<file path="src/rtl/mos_pkg.sv">
`default_nettype none
// ============================================================================
// Module      : mos_pkg
// Description : 4-state value encoding and nmos/pmos switch evaluation helpers
// Revision    : 1.0 - initial release
// ============================================================================
package mos_pkg;

    typedef logic [1:0] logic4_t;

    localparam logic4_t L4_0 = 2'b00;
    localparam logic4_t L4_1 = 2'b01;
    localparam logic4_t L4_Z = 2'b10;
    localparam logic4_t L4_X = 2'b11;

    // An undetermined gate over a driven source gives L or H, collapsed to X.
    function automatic logic4_t nmos_eval(input logic4_t src, input logic4_t gate);
        logic4_t drain;
        drain = L4_X;
        if (src == L4_Z) begin
            drain = L4_Z;
        end else begin
            case (gate)
                L4_1:    drain = src;
                L4_0:    drain = L4_Z;
                default: drain = L4_X;
            endcase
        end
        return drain;
    endfunction

    function automatic logic4_t invert_gate(input logic4_t gate);
        logic4_t inv;
        case (gate)
            L4_0:    inv = L4_1;
            L4_1:    inv = L4_0;
            default: inv = gate;
        endcase
        return inv;
    endfunction

    function automatic logic4_t pmos_eval(input logic4_t src, input logic4_t gate);
        return nmos_eval(src, invert_gate(gate));
    endfunction

endpackage : mos_pkg
`default_nettype wire

</file>
<file path="src/rtl/mos_switch_cell.sv">
`default_nettype none
// ============================================================================
// Module      : mos_switch_cell
// Description : one nmos/pmos channel with registered drains and change strobes
// Revision    : 1.0 - initial release
// ============================================================================
module mos_switch_cell
    import mos_pkg::*;
(
    input  logic       clk,
    input  logic       rst,
    input  logic [1:0] src,
    input  logic [1:0] gate,
    output logic [1:0] drain_n,
    output logic [1:0] drain_p,
    output logic [1:0] drain_n_q,
    output logic [1:0] drain_p_q,
    output logic       chg_n,
    output logic       chg_p
);

    always_comb begin
        drain_n = nmos_eval(src, gate);
        drain_p = pmos_eval(src, gate);
    end

    // Strobes compare the incoming drain with the value held before this edge.
    always_ff @(posedge clk or posedge rst) begin
        if (rst) begin
            drain_n_q <= L4_Z;
            drain_p_q <= L4_Z;
            chg_n     <= 1'b0;
            chg_p     <= 1'b0;
        end else begin
            drain_n_q <= drain_n;
            drain_p_q <= drain_p;
            chg_n     <= (drain_n != drain_n_q);
            chg_p     <= (drain_p != drain_p_q);
        end
    end

endmodule : mos_switch_cell
`default_nettype wire

</file>
<file path="src/rtl/mos_switch_bank.sv">
`default_nettype none
// ============================================================================
// Module      : mos_switch_bank
// Description : bank of N_CH independent 4-state nmos/pmos switch channels
// Revision    : 1.0 - initial release
// ============================================================================
module mos_switch_bank
    import mos_pkg::*;
#(
    parameter int N_CH = 1
) (
    input  logic              clk,
    input  logic              rst,
    input  logic [2*N_CH-1:0] src,
    input  logic [2*N_CH-1:0] gate,
    output logic [2*N_CH-1:0] drain_n,
    output logic [2*N_CH-1:0] drain_p,
    output logic [2*N_CH-1:0] drain_n_q,
    output logic [2*N_CH-1:0] drain_p_q,
    output logic [N_CH-1:0]   chg_n,
    output logic [N_CH-1:0]   chg_p
);

    genvar i;
    generate
        for (i = 0; i < N_CH; i++) begin : g_ch
            mos_switch_cell u_cell (
                .clk       (clk),
                .rst       (rst),
                .src       (src[2*i+1:2*i]),
                .gate      (gate[2*i+1:2*i]),
                .drain_n   (drain_n[2*i+1:2*i]),
                .drain_p   (drain_p[2*i+1:2*i]),
                .drain_n_q (drain_n_q[2*i+1:2*i]),
                .drain_p_q (drain_p_q[2*i+1:2*i]),
                .chg_n     (chg_n[i]),
                .chg_p     (chg_p[i])
            );
        end
    endgenerate

endmodule : mos_switch_bank
`default_nettype wire

</file>
<file path="config.mk">
export PLATFORM = sky130hd
export DESIGN_NAME = mos_switch_bank
export DESIGN_NICKNAME = d
export VERILOG_FILES = /design/src/rtl/mos_pkg.sv /design/src/rtl/mos_switch_cell.sv /design/src/rtl/mos_switch_bank.sv
export SDC_FILE = /design/constraint.sdc
export NUM_CORES = 1
export LEC_CHECK = 0
export BUFFER_PORTS_ARGS = -buffer_cell sky130_fd_sc_hd__buf_4
export CORE_AREA = 3 3 40 42
export DETAILED_ROUTE_END_ITERATION = 7
export DIE_AREA = 0 0 43 45
export GPL_TIMING_DRIVEN = 1
export SYNTH_ARGS = -nofsm -noshare
export SYNTH_HDL_FRONTEND = slang
export SYNTH_HIERARCHICAL = 1
export SYNTH_SLANG_ARGS = --single-unit
</file>
<file path="constraint.sdc">
create_clock -name clk -period 1.6 [get_ports clk]
set_input_delay 0.08 -clock clk [delete_from_list [all_inputs] [get_ports clk]]
set_output_delay 0.08 -clock clk [all_outputs]
set_load 0.01 [all_outputs]
</file>
==> reports/qor.yml <==
place_congestion: 0.772
final_cells: 72
p_clk_frac: 0.337
grt_max_degree: 14
dpl.cell_count: 68
async_reset_ff_frac: 1.00
yosysMostFrequentCell: "nand2_1"
core_mm2: 0.00128
synthTopCellsByCount: "nand2_1 (7), a21oi_1 (4), dfrtp_1 (4)"
internal_power_uw: 300
syn-num-nets: 46
grtUsageTotal: 0.0896
drt-pass1-iter-count: 4
fin_crit_sh: 0.772
wirelength_um: 855
avgSynthCellArea_um2: 8.85
end_kind: "flop"
dpl_cell_area_um2: 469
vdd_drop_max_mv: 0.531
swShare: 0.267
tritoncts: "built"
insertion_delay_ps: 240
viasPerCell: 4.96
die_w_um: 43
cts_sinks: 6
start_util: 0.276
cp.depth: 3
rsz0062_at_grt: "no"
synth.distinct_cells: 18
syn_area_um2: 354
report.final.slew_viol_count: 0
tns_ps: 0
setup_viol_count_final: 0
critPathMaxFanout: 8
ys_seq_area_frac: 0.431
die_h_um: 45
r2r_cells: 3
critical_path_required_ps: 1710
min_period_ps: 1240
switchingPower_uw: 109
grt-ovfl-total: 0
synth.area.top_cells: "dfrtp_1 (28%), dfstp_2 (15%), nand2_1 (7.4%)"
grt_pass1_vias: 280
synth-edff-count: 0
area_growth_pct: 41.7
holdCritStartpoint: "gate[0]"
grt_pass1_wl_um: 1210
max_freq_ghz: 0.810
startpoint_type: "flop"
critical-path-max-stage-delay_ps: 470
antenna_found_initial: 0
slew_headroom: 0.834
hp-class: "in -> reg"
cts_root_buf: "clkbuf_4"
synthFlopType: "dfrtp_1"
cp_cell_sequence: "or4b_1 -> a21oi_1 -> o32ai_1"
hold_depth: 3
rows: 13
synth_seq_cells: 6
path_class: "reg -> reg"
r2r-start: "g_ch[0].u_cell/drain_n_q[1]$_DFF_PP1_"
nets: 65
layout-drive-gt1-share: 0.386
hpwl_um: 667
power.leakage_uw: 0.000232
wire_per_inst_um: 11.9
hold_viol_final: 0
yosysTopAreaCellShare: 0.283
cts_max_path_buffers: 2
diodes: 0
regToRegEndpoint: "g_ch[0].u_cell/chg_n$_DFF_PP0_"
pwr-share-seq: 0.426
io_buffers: 15
crit_family: "simple AND/OR/NAND/NOR gates"
postRouteAntennaNets: 0
slowest_stage: "or4b_1"
ioPinCount: 16
combinationalPowerShare: 0.236
reg2reg_slack_ps: 360
power_density_mw_per_mm2: 816
fin_area_um2: 502
cp.arrival_ps: 1340
vias: 357
clk_pin_slew_worst_paths_ps: 50
htree_levels: 1
drcViolationCount: 0
worst_slew_pin_slew_ps: 248
min_to: "g_ch[0].u_cell/drain_p_q[1]$_DFF_PP1_"
postCtsSetupRepairBufs: 0
path_buf_inv: 0
drv_cap: 0
numCtsBuffers: 3
status: "finished clean"
fin_skew_ps: 0.127
yosys.area.top_type: "dfrtp_1"
drt_iter0_drc: 10
yosysWarnings: 6
netlist_instances: 40
dieArea_mm2: 0.00194
-- placed cells by master (no fill, tap or decap), drive strengths merged --
| cell | synthesis | final |
|---|---|---|
| a221oi | 1 | 1 |
| a211oi | 1 | 1 |
| a21oi | 4 | 4 |
| clkbuf | 1 | 3 |
| nand2 | 7 | 7 |
| and2 | 2 | 2 |
| or4 | 1 | 1 |
| nand3b | 2 | 2 |
| o21ai | 2 | 2 |
| nor2 | 3 | 3 |
| inv | 3 | 3 |
| or4b | 1 | 1 |
| dfstp | 2 | 2 |
| or3 | 2 | 2 |
| buf | 1 | 15 |
| dfrtp | 4 | 4 |
| and2b | 1 | 1 |
| dlygate4sd3 | 0 | 1 |
| o32ai | 2 | 2 |
-- worst max-delay path by stage --
| stage | slack (ps) | startpoint | endpoint |
|---|---|---|---|
| after floorplan | 410 | g_ch[0].u_cell/drain_n_q[1]$_DFF_PP1_ | g_ch[0].u_cell/chg_n$_DFF_PP0_ |
| after global placement | 390 | g_ch[0].u_cell/drain_n_q[1]$_DFF_PP1_ | g_ch[0].u_cell/chg_n$_DFF_PP0_ |
| after detailed placement | 370 | g_ch[0].u_cell/drain_n_q[1]$_DFF_PP1_ | g_ch[0].u_cell/chg_n$_DFF_PP0_ |
| after CTS | 380 | g_ch[0].u_cell/drain_n_q[1]$_DFF_PP1_ | g_ch[0].u_cell/chg_n$_DFF_PP0_ |
| after global routing | 330 | g_ch[0].u_cell/drain_n_q[1]$_DFF_PP1_ | g_ch[0].u_cell/chg_n$_DFF_PP0_ |
| final | 360 | g_ch[0].u_cell/drain_n_q[1]$_DFF_PP1_ | g_ch[0].u_cell/chg_n$_DFF_PP0_ |
-- sequential cells by signal, indices dropped and copies added (netlist names) --
signal	flops
g_ch.u_cell/drain_n_q	2
g_ch.u_cell/chg_n	1
g_ch.u_cell/chg_p	1
g_ch.u_cell/drain_p_q	2
-- layout make-up --
| type | count | area, um2 |
|---|---|---|
| Sequential cell | 6 | 153 |
| Timing Repair Buffer | 16 | 123 |
| Inverter | 3 | 11.3 |
| Tap cell | 15 | 18.8 |
| Clock buffer | 3 | 22.5 |
| Multi-Input combinational cell | 29 | 174 |
| Fill cell | 126 | 783 |
-- routing by layer --
layer / track usage / wire length (um) / up-vias / part of all wire
met4: 0.0181 / 0 / 0 / 0
met1: 0.103 / 343 / 163 / 0.40
met5: 0 / 0 / - / 0
met3: 0.0677 / 94 / 0 / 0.11
li1: - / - / 174 / -
met2: 0.135 / 417 / 20 / 0.49
-- worst min-delay path: stages --
cell	delay (ps)
buf_4	110
nor2_1	70
nand2_1	90
-- power groups by stage --
stage | logic [uW] | clock network, uW | registers (uW)
2_1_floorplan | 43.2 | 0 | 182
3_3_place_gp | 95.2 | 0 | 177
3_5_place_dp | 95.5 | 0 | 177
4_1_cts | 97.6 | 145 | 175
5_1_grt | 106 | 150 | 176
6_report | 96.7 | 138 | 175
-- stage by stage --
step | hold WS, ps | setup slack [ps] | power (uW) | utilization
floorplan | -130 | 411 | 226 | -
global placement | 12.5 | 392 | 272 | 0.365
detailed placement | 22.3 | 372 | 272 | 0.365
CTS | 130 | 375 | 418 | 0.390
global route | 154 | 325 | 432 | 0.390
finish | 139 | 365 | 409 | 0.390
-- logic make-up (layout without fill, tap and decap cells) --
group | after synthesis | count (layout) | share of synthesized area
simple gates | 19 | 19 | 0.293
compound gates | 10 | 10 | 0.198
flops | 6 | 6 | 0.431
buf+inv | 5 | 22 | 0.0777
-- what timing repair did --
| action | in CTS | in global routing |
|---|---|---|
| endpoints found under the hold margin | 4 | 0 |
| resized for setup | 0 | 0 |
| hold buffers | 1 | 0 |
Power figures use the tool's default switching activity.
